$ cat src/rtl/prog_clk_div_pkg.sv
// -----------------------------------------------------------------------------
// prog_clk_div_pkg
//
// Shared definitions for the programmable clock divider:
//   DEFAULT_DIV_C  - divisor loaded into every channel at reset (default value
//                    of the top-level DEFAULT_DIV parameter)
//   MAX_CH_C       - largest supported channel count
//   ch_w()         - width of the channel-index write port, max(1, clog2(n))
//   ch_act_e       - per-channel action decoded by the top each cycle
// -----------------------------------------------------------------------------
package prog_clk_div_pkg;

  localparam int unsigned DEFAULT_DIV_C = 250000;
  localparam int          MAX_CH_C      = 16;

  // A single-channel build still needs a 1-bit index port.
  function automatic int ch_w(input int n);
    return (n <= 2) ? 1 : $clog2(n);
  endfunction

  // What a channel does on the next falling edge when not in reset.
  // The top resolves write > halt > enable > count into one of these so the
  // channel itself needs no knowledge of the global controls.
  typedef enum logic [1:0] {
    CH_COUNT  = 2'd0,  // advance the counter, toggle at terminal count
    CH_OFF    = 2'd1,  // channel disabled: counter and output forced low
    CH_FREEZE = 2'd2,  // global halt: keep counter and output, no tick
    CH_LOAD   = 2'd3   // divisor write: load divisor, restart counter
  } ch_act_e;

endpackage

$ cat src/rtl/prog_clk_divider_channel.sv
// -----------------------------------------------------------------------------
// div_channel
//
// One divider channel: divisor register, counter, square-wave output and
// toggle tick. All state changes on the falling edge of clk_i.
//
// Ports:
//   clk_i      in   clock (falling-edge active)
//   reset_ni   in   synchronous active-low reset
//   act_i      in   decoded action for this cycle (ch_act_e)
//   wr_data_i  in   divisor value used when act_i == CH_LOAD
//   clk_out_o  out  divided output, period 2*(div+1) advancing cycles
//   tick_o     out  one-cycle pulse on every clk_out_o toggle
// -----------------------------------------------------------------------------
module div_channel
  import prog_clk_div_pkg::*;
#(
  parameter int          WIDTH   = 32,
  parameter int unsigned RST_DIV = DEFAULT_DIV_C
) (
  input  logic             clk_i,
  input  logic             reset_ni,
  input  ch_act_e          act_i,
  input  logic [WIDTH-1:0] wr_data_i,
  output logic             clk_out_o,
  output logic             tick_o
);

  logic [WIDTH-1:0] div_q,   div_d;
  logic [WIDTH-1:0] count_q, count_d;
  logic             clk_q,   clk_d;
  logic             tick_q,  tick_d;

  always_comb begin
    div_d   = div_q;
    count_d = count_q;
    clk_d   = clk_q;
    tick_d  = 1'b0;
    unique case (act_i)
      CH_LOAD: begin
        // The new divisor takes effect from a fresh count; the output level
        // is kept so the waveform does not glitch on reprogramming.
        div_d   = wr_data_i;
        count_d = '0;
      end
      CH_FREEZE: begin
        // Everything holds; tick stays at its default of 0.
      end
      CH_OFF: begin
        count_d = '0;
        clk_d   = 1'b0;
      end
      CH_COUNT: begin
        // Equality compare on the full width: the counter restarts at the
        // divisor and therefore can never run past it or wrap.
        if (count_q == div_q) begin
          count_d = '0;
          clk_d   = ~clk_q;
          tick_d  = 1'b1;
        end else begin
          count_d = count_q + WIDTH'(1);
        end
      end
      default: begin
      end
    endcase
  end

  always_ff @(negedge clk_i) begin
    if (!reset_ni) begin
      div_q   <= WIDTH'(RST_DIV);
      count_q <= '0;
      clk_q   <= 1'b0;
      tick_q  <= 1'b0;
    end else begin
      div_q   <= div_d;
      count_q <= count_d;
      clk_q   <= clk_d;
      tick_q  <= tick_d;
    end
  end

  assign clk_out_o = clk_q;
  assign tick_o    = tick_q;

endmodule

$ cat src/rtl/prog_clk_divider.sv
// -----------------------------------------------------------------------------
// prog_clk_divider
//
// NUM_CH independent programmable clock dividers sharing one clock. Each
// channel produces a registered square wave with period 2*(div+1) clk cycles
// and a one-cycle tick on every toggle. State updates on the falling edge.
//
// Parameters:
//   NUM_CH       number of channels (1..16)
//   WIDTH        divisor / counter width
//   DEFAULT_DIV  divisor loaded into every channel at reset
//
// Ports:
//   clk      in   clock, falling-edge active
//   reset    in   synchronous active-low reset
//   halt     in   freezes every channel (count and clk_out held, tick low)
//   ch_en    in   per-channel enable; a disabled channel sits at 0
//   wr_en    in   divisor write strobe
//   wr_ch    in   channel index for the write; indices >= NUM_CH are ignored
//   wr_data  in   new divisor
//   step     in   single-step while halted (only with PROG_CLK_DIVIDER_STEP_EN)
//   clk_out  out  divided outputs
//   tick     out  toggle pulses
//
// Build option: define PROG_CLK_DIVIDER_STEP_EN to add the step input. When it
// is high during halt, every enabled channel advances once that cycle.
//
// Handshake: there is none; wr_en is a single-cycle strobe sampled on each
// falling edge, and a write always completes in the cycle it is presented.
// -----------------------------------------------------------------------------
module prog_clk_divider
  import prog_clk_div_pkg::*;
#(
  parameter  int          NUM_CH      = 4,
  parameter  int          WIDTH       = 32,
  parameter  int unsigned DEFAULT_DIV = DEFAULT_DIV_C,
  localparam int          CH_W        = ch_w(NUM_CH)
) (
  input  logic              clk,
  input  logic              reset,
  input  logic              halt,
  input  logic [NUM_CH-1:0] ch_en,
  input  logic              wr_en,
  input  logic [CH_W-1:0]   wr_ch,
  input  logic [WIDTH-1:0]  wr_data,
`ifdef PROG_CLK_DIVIDER_STEP_EN
  input  logic              step,
`endif
  output logic [NUM_CH-1:0] clk_out,
  output logic [NUM_CH-1:0] tick
);

  logic    freeze;
  ch_act_e act [NUM_CH];

  // A step request lifts the halt for exactly the cycle it is asserted.
`ifdef PROG_CLK_DIVIDER_STEP_EN
  assign freeze = halt & ~step;
`else
  assign freeze = halt;
`endif

  // Resolve write > halt > enable > count per channel. An out-of-range
  // wr_ch simply matches no channel, so such writes change nothing.
  always_comb begin
    for (int c = 0; c < NUM_CH; c++) begin
      act[c] = CH_COUNT;
      if (wr_en && (wr_ch == CH_W'(c))) begin
        act[c] = CH_LOAD;
      end else if (freeze) begin
        act[c] = CH_FREEZE;
      end else if (!ch_en[c]) begin
        act[c] = CH_OFF;
      end
    end
  end

  for (genvar g = 0; g < NUM_CH; g++) begin : g_ch
    div_channel #(
      .WIDTH   (WIDTH),
      .RST_DIV (DEFAULT_DIV)
    ) u_ch (
      .clk_i     (clk),
      .reset_ni  (reset),
      .act_i     (act[g]),
      .wr_data_i (wr_data),
      .clk_out_o (clk_out[g]),
      .tick_o    (tick[g])
    );
  end

endmodule

$ cat config.mk
export PLATFORM = sky130hd
export DESIGN_NAME = prog_clk_divider
export DESIGN_NICKNAME = d
export VERILOG_FILES = /design/src/rtl/prog_clk_div_pkg.sv /design/src/rtl/prog_clk_divider_channel.sv /design/src/rtl/prog_clk_divider.sv
export SDC_FILE = /design/constraint.sdc
export NUM_CORES = 1
export LEC_CHECK = 0
export ABC_AREA = 1
export BUFFER_PORTS_ARGS = -buffer_cell sky130_fd_sc_hd__buf_2
export CAP_MARGIN = 20
export CORE_MARGIN = 8
export CORE_UTILIZATION = 26
export DETAILED_ROUTE_END_ITERATION = 10
export PLACE_DENSITY_LB_ADDON = 0.2
export SLEW_MARGIN = 20
export SYNTH_ARGS = -nofsm -noshare
export SYNTH_HDL_FRONTEND = slang
export SYNTH_SLANG_ARGS = --single-unit
$ cat constraint.sdc
create_clock -name clk -period 4.7 [get_ports clk]
set_clock_uncertainty 0.2 [all_clocks]
set_input_delay 0.705 -clock clk [delete_from_list [all_inputs] [get_ports clk]]
set_output_delay 0.705 -clock clk [all_outputs]
set_load 0.03 [all_outputs]
==> impl_metrics.ini <==
[outcome]
run_status = finished clean

[synth]
netlist_instances = 2174
synth_nets = 2220
syn-cell-area_sq_um = 14800
yosys.area.top_type = dfxtp_1
synth_common_cells = nand2_1, nor2_1, dfxtp_1, nand3_1, xnor2_1
ys.warnings.count = 0
synthTopCellsByArea = dfxtp_1, nand2_1, xnor2_1
synth_top_area_share_pct = 35.8
netlist-cell-type-count = 39
synth-seq-cells = 264
avgSynthCellArea_sq_um = 6.79
synth_ff_type = dfxtp_1
synth_edf_count = 0
yosysMostFrequentCell = nand2_1
seq_area_frac_synth_pct = 35.8
async_flop_share_pct = 0

[global_route]
grt_pass1_wl_um = 75400
grt_util_all_layers_pct = 14.5
antenna_found_initial = 3
grt_pass1_vias = 14300
grt-ovfl-total = 0
grt_max_degree = 64

[clock_network]
cts.clk_slew.worst_paths_ps = 30
cts_setup_buffers = 0
clock-sinks = 264
cts_resized = 0
cts_tree = done
ctsHoldBuffers = 0
cts_root_buffer = clkbuf_16
htree_levels = 2
clock_latency_ps = 610
cts-buffers-inserted = 35
clockBufferDepth = 3

[cells_and_area]
stdcell_area_sq_um = 18000
final_layout_size_suffix_gt1_share_pct = 8.54
num-nets-final = 2479
area_growth_pct = 21.8
fin_cells = 3214
num_antenna_cells = 0

[worst_setup_path]
cp_max_fo = 3
cp.required_ps = 3800
path_delay_family = flip-flops
ff2ff_setup_slack_ps = 2290
crit_type = flip-flop to output pin
cp.arrival_ps = 3600
setup.worst_path.end_class = output pin
cp_num_buf_inv = 1
r2r-start = g_ch[3].u_ch.count_q[3]
crit_chain = buf_2
startpoint_type = flip-flop
cpPeakStageDelay_ps = 420
critPathSlowestCell = dfxtp_1
critPathLaunch = g_ch[3].u_ch.clk_out_o

[sta]
rsz0062_at_grt = false
final-hold-violation-count = 0
setup_viol = 0
tns_ps = 0
maxSlewViolCount = 0
tightest_slew_ps = 726
slew-limit-headroom_pct = 51.5

[floorplan]
rows = 87
core_area_sq_um = 56300
die_area_sq_um = 64600
die_h_um = 254
fp.dieW_um = 254
ioPinCount = 50
start_util_pct = 26.2

[routing]
routed-via-count = 14300
wirelength_um = 47300
routed_via_density = 4.46
drc = 0
wl_per_cell_um = 14.7
first_iter_violations = 706
ant_nets = 0
firstDrtPassIters = 5

[place]
place_area_sq_um = 15800
gp_congestion = 0.843
dp_hpwl_um = 32300
dp.cells = 2889
io_buffers = 49

[min_path]
holdCritPathClass = flip-flop to flip-flop
hold_start = g_ch[3].u_ch.div_q[25]

[power]
leakage_nw = 7.68
worst_ir_drop_vdd_uv = 186
p_per_area_nw_per_um2 = 354

[flow_run]
cap_violations = 0
-- flip-flops by register name, summed over array words and instances (netlist names) --
register,flops
g_ch.u_ch.count_q,128
g_ch.u_ch.clk_out_o,4
g_ch.u_ch.tick_o,4
g_ch.u_ch.div_q,128
-- layer usage --
metal	part of all wire, %	track usage, %
met1	46	17.5
met2	45	23.0
met3	4.4	4.36
met4	3.7	7.98
met5	0.046	0
-- stage by stage --
| stage | hold WS, ps | setup slack [ps] | util, % | power (W) |
|---|---|---|---|---|
| final | 260 | 192 | 31.9 | 0.00636 |
| after global routing | 279 | 136 | 31.9 | 0.00681 |
| after CTS | 265 | 173 | 31.9 | 0.00654 |
| after detailed placement | 260 | 110 | 28.2 | 0.00312 |
| after global placement | 254 | 156 | 28.2 | 0.00312 |
| after floorplan | 244 | 440 | - | 0.00295 |
-- cells by family after synthesis --
group	after synthesis	share of synthesized area, %
fa+ha+maj	4	0.339
simple gates	1241	37.4
buf+inv	220	6.24
flops	264	35.8
compound gates	248	8.46
xor+xnor	197	11.7
-- cells in the final DEF, fill, tap and decap left out, types with 2 or more instances in the layout --
master and count:
a21oi_1 154, a21oi_2 2, and2_1 9, and2b_1 2, buf_12 16, buf_2 48, buf_4 15, bufinv_16 4
clkbuf_16 36, clkinv_4 2, clkinvlp_2 6, dfxtp_1 264, ha_1 4, inv_1 367, inv_2 5, inv_4 3
nand2_1 605, nand2_2 14, nand2_4 3, nand3_1 169, nand3_2 9, nand3b_1 39, nand3b_4 2, nand4_1 22
nor2_1 310, nor2_2 18, nor2_4 15, nor2_8 4, nor3_1 11, nor3b_1 2, o21ai_0 92, xnor2_1 155
xor2_1 41
-- worst paths after layout --
kind | endpoint | depth (start not counted)
worst max-delay path | clk_out[3] | 1
worst min-delay path | g_ch[3].u_ch.div_q[25] | 2
worst max register to register | g_ch[3].u_ch.tick_o | 7
worst min register to register | g_ch[3].u_ch.div_q[25] | 2
-- layout make-up --
type	count	area, sq um
fill	6165	38300
clock inverter	290	1230
clock buffer	36	901
tap	756	946
inverter	99	374
multi-input combinational	1690	8570
sequential	264	5290
timing repair buffer	79	673
-- power breakdown --
group	internal, W	switching, W	leakage, nW
logic	0.000139	0.000251	3.55
registers	0.00232	0.0000441	2.14
clock network	0.00192	0.00169	1.99
total	0.00437	0.00199	7.68
(Power assumes the default switching activity.)
